[src/rtl/down_timer_pkg.sv]
// Shared definitions for the down-counting timer: state encoding and mode constants.
package down_timer_pkg;

    typedef enum logic [1:0] {
        IDLE = 2'd0,
        RUN  = 2'd1,
        HOLD = 2'd2,
        DONE = 2'd3
    } state_e;

    localparam logic MODE_ONESHOT  = 1'b0;
    localparam logic MODE_PERIODIC = 1'b1;

endpackage

[src/rtl/down_timer_prescaler.sv]
// Clock prescaler for the down timer: emits a tick once every pre_div_i+1 enabled cycles.
module down_timer_prescaler #(
    parameter int PRE_WIDTH = 4
) (
    input  logic                 clk,
    input  logic                 rst,
    input  logic                 enable_i,
    input  logic                 clear_i,
    input  logic [PRE_WIDTH-1:0] pre_div_i,
    output logic                 tick_o
);

    logic [PRE_WIDTH-1:0] pre_cnt_q;
    logic [PRE_WIDTH-1:0] pre_cnt_d;

    assign tick_o = enable_i && (pre_cnt_q == pre_div_i);

    // Clear takes precedence so a restart always begins a full prescale period.
    always_comb begin
        pre_cnt_d = pre_cnt_q;
        if (clear_i) begin
            pre_cnt_d = '0;
        end else if (enable_i) begin
            pre_cnt_d = tick_o ? '0 : pre_cnt_q + 1'b1;
        end
    end

    always_ff @(posedge clk) begin
        if (rst) begin
            pre_cnt_q <= '0;
        end else begin
            pre_cnt_q <= pre_cnt_d;
        end
    end

endmodule

[src/rtl/down_timer.sv]
// Programmable down-counting timer with one-shot/periodic modes, prescaler and pause/stop.
module down_timer
    import down_timer_pkg::*;
#(
    parameter int WIDTH     = 5,
    parameter int PRE_WIDTH = 4
) (
    input  logic                 clk,
    input  logic                 rst,
    input  logic [WIDTH-1:0]     load_val_i,
    input  logic [PRE_WIDTH-1:0] prescale_i,
    input  logic                 periodic_i,
    input  logic                 start_i,
    input  logic                 stop_i,
    input  logic                 pause_i,
    output logic [WIDTH-1:0]     cnt_out_o,
    output logic                 busy_o,
    output logic                 done_o,
    output logic                 expire_o
);

    state_e               state_q, state_d;
    logic [WIDTH-1:0]     cnt_q, cnt_d;
    logic [WIDTH-1:0]     reload_q, reload_d;
    logic [PRE_WIDTH-1:0] pre_div_q, pre_div_d;
    logic                 mode_q, mode_d;
    logic                 busy_q, busy_d;
    logic                 done_q, done_d;
    logic                 expire_q, expire_d;
    logic                 active;
    logic                 tick;

    // Leaving HOLD on the same edge that counts keeps each HOLD cycle worth exactly one cycle of delay.
    assign active = ((state_q == RUN) || (state_q == HOLD)) && !pause_i && !start_i && !stop_i;

    down_timer_prescaler #(
        .PRE_WIDTH (PRE_WIDTH)
    ) u_prescaler (
        .clk       (clk),
        .rst       (rst),
        .enable_i  (active),
        .clear_i   (start_i || stop_i),
        .pre_div_i (pre_div_q),
        .tick_o    (tick)
    );

    always_comb begin
        state_d   = state_q;
        cnt_d     = cnt_q;
        reload_d  = reload_q;
        pre_div_d = pre_div_q;
        mode_d    = mode_q;
        expire_d  = 1'b0;
        if (stop_i) begin
            state_d = IDLE;
            cnt_d   = '0;
        end else if (start_i) begin
            reload_d  = load_val_i;
            pre_div_d = prescale_i;
            mode_d    = periodic_i;
            cnt_d     = load_val_i;
            if (load_val_i != '0) begin
                state_d = RUN;
            end else begin
                state_d  = DONE;
                expire_d = 1'b1;
            end
        end else if ((state_q == RUN) || (state_q == HOLD)) begin
            if (pause_i) begin
                state_d = HOLD;
            end else begin
                state_d = RUN;
                if (tick) begin
                    if (cnt_q > 1) begin
                        cnt_d = cnt_q - 1'b1;
                    end else begin
                        expire_d = 1'b1;
                        if (mode_q == MODE_PERIODIC) begin
                            cnt_d = reload_q;
                        end else begin
                            cnt_d   = '0;
                            state_d = DONE;
                        end
                    end
                end
            end
        end
        busy_d = (state_d == RUN) || (state_d == HOLD);
        done_d = (state_d == DONE);
    end

    always_ff @(posedge clk) begin
        if (rst) begin
            state_q   <= IDLE;
            cnt_q     <= '0;
            reload_q  <= '0;
            pre_div_q <= '0;
            mode_q    <= MODE_ONESHOT;
            busy_q    <= 1'b0;
            done_q    <= 1'b0;
            expire_q  <= 1'b0;
        end else begin
            state_q   <= state_d;
            cnt_q     <= cnt_d;
            reload_q  <= reload_d;
            pre_div_q <= pre_div_d;
            mode_q    <= mode_d;
            busy_q    <= busy_d;
            done_q    <= done_d;
            expire_q  <= expire_d;
        end
    end

    assign cnt_out_o = cnt_q;
    assign busy_o    = busy_q;
    assign done_o    = done_q;
    assign expire_o  = expire_q;

endmodule

[config.mk]
export PLATFORM = sky130hd
export DESIGN_NAME = down_timer
export DESIGN_NICKNAME = d
export VERILOG_FILES = /design/src/rtl/down_timer_pkg.sv /design/src/rtl/down_timer_prescaler.sv /design/src/rtl/down_timer.sv
export SDC_FILE = /design/constraint.sdc
export NUM_CORES = 1
export LEC_CHECK = 0
export BUFFER_PORTS_ARGS = -buffer_cell sky130_fd_sc_hd__buf_4
export CAP_MARGIN = 20
export CORE_ASPECT_RATIO = 0.75
export CORE_MARGIN = 2
export CORE_UTILIZATION = 36
export DETAILED_ROUTE_END_ITERATION = 16
export HOLD_SLACK_MARGIN = 0.1
export SETUP_SLACK_MARGIN = 0.2
export SYNTH_ARGS = -nofsm -noshare
export SYNTH_HDL_FRONTEND = slang
export SYNTH_SLANG_ARGS = --single-unit
export TNS_END_PERCENT = 5
[constraint.sdc]
create_clock -name clk -period 4.8 [get_ports clk]
set_clock_uncertainty 0.15 [all_clocks]
set_input_delay 0.24 -clock clk [delete_from_list [all_inputs] [get_ports clk]]
set_output_delay 0.24 -clock clk [all_outputs]
set_load 0.005 [all_outputs]
---- Word-level counts from Yosys, hierarchy flattened ----
Cells that the tools add are included.
storage, ports and cells
  register bits after elaboration ......... 24
operators by class
  add/sub/neg operators ................... 2
  $lt $le $gt $ge ......................... 1
  equality and inequality tests ........... 7
  multiplexer cells ....................... 21
  bitwise logic cells ..................... 1
  reductions and logical operators ........ 17
operator list
  cell                   number
  $mux W5                6
  $mux W2                8
  $eq A2 B2 Y1 const B   3
  $mux W1                6
  $gt A5 B1 Y1 const B   1
  $reduce_bool A5 Y1     1
  $sub A5 B1 Y5 const B  1
  $add A4 B1 Y4 const B  1
  $eq A2 B1 Y1 const B   2
  $eq A4 B4 Y1           1
  $logic_and A1 B1 Y1    4
  $mux W4                1
  $reduce_bool A2 Y1     2
  $reduce_or A2 Y1       2
  $logic_not A1 Y1       3
  $logic_or A1 B1 Y1     3
  $reduce_and A3 Y1      1
  $ne A2 B2 Y1 const B   1
  $reduce_and A2 Y1      1
  $not A1 Y1             1

---- Depth between registers and ports, before layout ----
  depth after elaboration ................. 13
  mapped depth ............................ 9

---- By module ----
A second synthesis with hierarchy kept.
unflattened totals
  cell total of the unflattened synthesis .. 148
  area total of the unflattened synthesis .. 1243.7 um^2
by module, submodules not included
  module                instances  cells each  area an instance (um^2)
  down_timer            1          124         997.2
  down_timer_prescaler  1          24          246.5

---- Least setup slack after synthesis ----
Ideal clock, no wire load.
  kind .................................... reg-to-reg
  from .................................... reg cnt_q[1] (netlist: cnt_out_o[1])
  to ...................................... reg busy_q (netlist: busy_o)
  arrival time ............................ 1719 ps
  data required time ...................... 4536 ps
  slack ................................... 2817 ps
  stages on the path, launching flop included .. 10
  period minus slack after synthesis ...... 1983 ps
  cells stage by stage .................... dfxtp_1 > inv_1 > ha_1 > o21bai_1 > and2_1 > clkbuf_1 > a41oi_1 > nor2_1 > ha_1 > nor2b_1
between the ends
  word-level cells in the longest chain between the ends .. 9
  elaborated cells between the ends (all ways) .. 10
  those cells by class .................... order compare (1); eq/ne (2); mux (6); reduce/logical (1)
RTL lines
  item                                                 line               RTL
  from (decl)                                          down_timer.sv:23   logic [WIDTH-1:0] cnt_q, cnt_d;
  from (signal assigned)                               down_timer.sv:104  cnt_q <= cnt_d;
  $gt A5 B1 Y1 (*)                                     down_timer.sv:74   if (cnt_q > 1) begin
  $mux W2 (*)                                          down_timer.sv:74
  $mux W2 (*)                                          down_timer.sv:73   if (tick) begin
  $mux W2 (*)                                          down_timer.sv:69   if (pause_i) begin
  $mux W2 (*)                                          down_timer.sv:68   end else if ((state_q == RUN) || (state_q == HOLD)) begin
  $mux W2 (*)                                          down_timer.sv:57   end else if (start_i) begin
  $mux W2 (*)                                          down_timer.sv:54   if (stop_i) begin
  named net state_d[1]                                 down_timer.sv:22   state_e state_q, state_d;
  $eq A2 B1 Y1 / $eq A2 B2 Y1 (equally long branches)  down_timer.sv:88   busy_d = (state_d == RUN) || (state_d == HOLD);
  $logic_or A1 B1 Y1 (*)                               down_timer.sv:88
  named net busy_d                                     down_timer.sv:27   logic busy_q, busy_d;
  to (signal assigned)                                 down_timer.sv:108  busy_q <= busy_d;
  to (decl)                                            down_timer.sv:27
The timed path passes the listed nets; every way through them passes the cells marked *.
A chain may end at the register's enable or synchronous reset.

---- Worst setup path after layout ----
  from .................................... in stop_i
  to ...................................... reg busy_q (netlist: busy_o)
between the ends
  word-level cells in the longest chain between the ends .. 10
  elaborated cells between the ends (all ways) .. 11
  those cells by class .................... eq/ne (2); mux (5); reduce/logical (4)
RTL lines
  item                                                 line                        RTL
  from (decl)                                          down_timer.sv:14            input logic stop_i,
  $logic_not A1 Y1                                     down_timer.sv:34            assign active = ((state_q == RUN) || (state_q == HOLD)) && !pause_i && !start_i && !stop_i;
  $logic_and A1 B1 Y1                                  down_timer.sv:34
  $logic_and A1 B1 Y1                                  down_timer_prescaler.sv:16  assign tick_o = enable_i && (pre_cnt_q == pre_div_i);
  $mux W2                                              down_timer.sv:73
  $mux W2                                              down_timer.sv:69
  $mux W2                                              down_timer.sv:68
  $mux W2                                              down_timer.sv:57
  $mux W2 (*)                                          down_timer.sv:54
  named net state_d[1]                                 down_timer.sv:22
  $eq A2 B1 Y1 / $eq A2 B2 Y1 (equally long branches)  down_timer.sv:88
  $logic_or A1 B1 Y1 (*)                               down_timer.sv:88
  named net busy_d                                     down_timer.sv:27
Marks and branches as above.

==> metrics.md <==
| Metric | Value |
|---|---|
| Outcome | `finished clean` |
| Most frequent cell after synthesis | `dfxtp_1` |
| Commonest cells post-synth | `dfxtp_1 (24), nand2_1 (22), a21oi_1 (15)` |
| Max stage delay on crit path | `between 500 and 600 ps` |
| Total Nets Final | `199` |
| Internal | `between 0.0003 and 0.0004 W` |
| Vias per inst | `approximately 5.1` |
| Avg Inst Size Synth | `8.69 µm²` |
| Post-synth top area share | `39.2%` |
| Cell accounting for the most synthesized area | `dfxtp_1` |
| Fin util | `roughly 51%` |
| Minimum clock period | `roughly 2300 ps` |
| Clock share of power | `38.7%` |
| Post-Synth XOR/XNOR Area | `7.15%` |
| Diodes inserted | `0` |
| Yosys cell types | `35` |
| Hold Buf Count CTS | `19` |
| IO Port Bufs | `22` |
| PwrDens | `between 200 and 300 nW/µm²` |
| Final Wtd Congestion | `just over 0.8` |
| Sink Count | `24` |
| Static leakage | `around 0.66 nW` |
| Die area | `just under 4000 µm²` |
| Setup-failing EPs final | `0` |
| Via count | `approximately 1100` |
| Gr ovfl total | `0` |
| Setup CP Type | `in -> reg` |
| Area contributors post-synth | `dfxtp_1 (39%), nand2_1 (6.7%), a21oi_1 (6.1%)` |
| Setup_tns | `0 ps` |
| Root Driver | `clkbuf_8` |
| Peak VDD IR | `about 0.15 mV` |
| Skew-Pair Late Insertion Delay | `270 ps` |
| EDFF count, synth | `0` |
| Clk pin slew, worst setup/hold paths | `approximately 90 ps` |
| Final HPWL DP | `approximately 2000 µm` |
| First-pass GRT wire length | `~4800 µm` |
| Net switching power | `0.000109 W` |
| Synthesized-area fraction occupied by adder cells | `4.90%` |
| Router iterations before antenna repair | `6` |
| Number of global-route vias before repair | `~1100` |
| Warnings, synthesis | `0` |
| Starting DRT DRC Count | `between 40 and 50` |
| Largest net degree at the start of global routing | `16` |
| TritonCTS Buffers | `3` |
| CP Capture Type | `register` |
| Fraction of registers with async set/reset | `0%` |
| Hold WC Path Type | `in -> reg` |
| Critical path peak fanout | `8` |
| Worst slew pin tran | `between 600 and 700 ps` |
| Design Power | `0.000465 W` |
| Critical Path AT | `between 2000 and 2500 ps` |
| Combinational group share of total power | `roughly 16%` |
| Flops & latches, synth | `24` |
| Core area | `between 3000 and 4000 µm²` |
| Hold_ws | `about 100 ps` |
| Final worst path period share | `a little under half` |
| Seq/Total Area, Yosys | `between 30% and 40%` |
| Worst-path cell chain | `dlygate4sd3_1 > buf_4 > or3_4 > nor4_4 > a41oi_1 > nor2_1 > ha_1 > nor2b_1` |
| Chip Height | `54.5 µm` |
| ANT nets after route | `0` |
| Layout cells sized above 1 | `between 10% and 20%` |
| CTS max path bufs | `2` |
| Synth Instances | `about 140` |
| Worst rel slew slack | `53.6%` |
| Sequential power share | `45.6%` |
| Area growth syn-to-layout | `35.4%` |
| Mapped Area | `1220 µm²` |
| Hold Vio Cnt, Final | `0` |
| Unrepaired setup endpoints after global routing | `false` |
| Mux cell area share after synthesis | `1.74%` |
| Post-cts sizing count | `0` |
| CP Launch Type | `input pin` |
| Slowest cell on the critical path | `dlygate4sd3_1` |
| Placement Setup Slack | `~2700 ps` |
| FMAX | `approximately 0.44 GHz` |
| Routed len/inst | `approximately 13 µm` |
| Largest family of logic cells by synthesized area | `simple AND/OR/NAND/NOR gates` |
| Row cnt | `18` |
| Worst path required time | `4820 ps` |
| Worst Hold Launch | `rst` |
| Synth Area in Compound Gates | `between 15 and 20%` |
| Worst r2r src | `cnt_out_o[2]` |
| Initial Utilization | `37.5%` |
| Final Worst Setup Slack | `roughly 2500 ps` |
| Initial antenna violation count | `0` |
| Post-Synth Simple-Gate Area | `22.8%` |
| Top Ports | `23` |
| Final Slew Violations | `0` |
| Register-to-register setup slack | `2690 ps` |
| Total setup buffers inserted after CTS | `0` |
| Chip width | `approximately 71 µm` |
| DR DRC count | `0` |
| H-tree levels | `1` |
| Total wire length | `2840 µm` |
| Total global routing track utilization | `between 10% and 20%` |
| Main synth FF type | `dfxtp_1` |
| CP Launch Point | `stop_i` |
| Max-cap violations | `0` |
| CTS tree | `yes` |
| Sw frac | `a little under a quarter` |
| Synthesized Nets | `160` |
registers in the layout, summed over array words and instances, names as in the netlist:
register and cells:
cnt_out_o 5, expire_o 1, reload_q 5, state_q 2, done_o 1, busy_o 1
pre_div_q 4, u_prescaler.pre_cnt_q 4, mode_q 1
final timing paths:
check,end,cells after the start
worst min-delay path,reload_q[1],2
worst min register to register,reload_q[1],2
worst max-delay path,busy_o,8
worst max register to register,busy_o,6
power groups by stage:
stage / sequential (W) / clock [W] / combinational [W]
after CTS: 0.000212 / 0.000182 / 0.0000726
after floorplan: 0.000215 / 0 / 0.0000417
after global routing: 0.000213 / 0.000187 / 0.0000812
final: 0.000212 / 0.000180 / 0.0000728
after global placement: 0.000217 / 0 / 0.0000602
after detailed placement: 0.000217 / 0 / 0.0000611
metal layers:
layer	part of all wire (%)	track usage [%]	up-vias
met4	0.49	3.77	0
met5	0	0	-
li1	-	-	582
met3	5.1	4.60	2
met2	46	26.9	22
met1	49	20.7	506
layout by cell type, fill, tap and decap left out, types with 2 or more instances in the layout:
cell           Yosys  final
dlygate4sd3_1      0     19
a32o_1             5      5
ha_1               4      4
a311o_1            4      4
nor2_1            10     10
clkbuf_8           0      3
buf_4              0     22
xor2_1             4      4
nor3_1             9      9
xnor2_1            6      6
nand2_1           22     22
nor2b_1            4      4
o21a_1             4      4
inv_1              3      3
nand3_1            2      2
nor3b_1            2      2
dfxtp_1           24     24
a21oi_1           15     15
area by class of cell:
class	instances	area, µm²
inverters	3	11.3
flip-flops and latches	24	480
multi-input cells	107	691
fillers	304	1610
well taps	40	50.0
repair buffers	41	355
clock inverters	1	30.0
clock buffers	3	41.3
worst max-delay path, delay by kind of cell:
kind            cells  cell delay (ps)
fa+ha+maj           1              230
buf+inv             2              700
compound gates      1              180
simple gates        4              940
logic make-up after synthesis:
| kind of cell | after synthesis |
|---|---|
| compound gates | 34 |
| fa+ha+maj | 5 |
| flops | 24 |
| xor+xnor | 10 |
| buf+inv | 10 |
| simple gates | 56 |
| mux | 2 |
through the flow:
| stage | instances | area (µm²) |
|---|---|---|
| floorplan | 141 | 1220 |
| global placement | 196 | 1400 |
| detailed placement | 196 | 1400 |
| CTS | 219 | 1660 |
| global route | 219 | 1660 |
| finish | 219 | 1660 |
No activity file was read; power rests on OpenSTA's default activity.
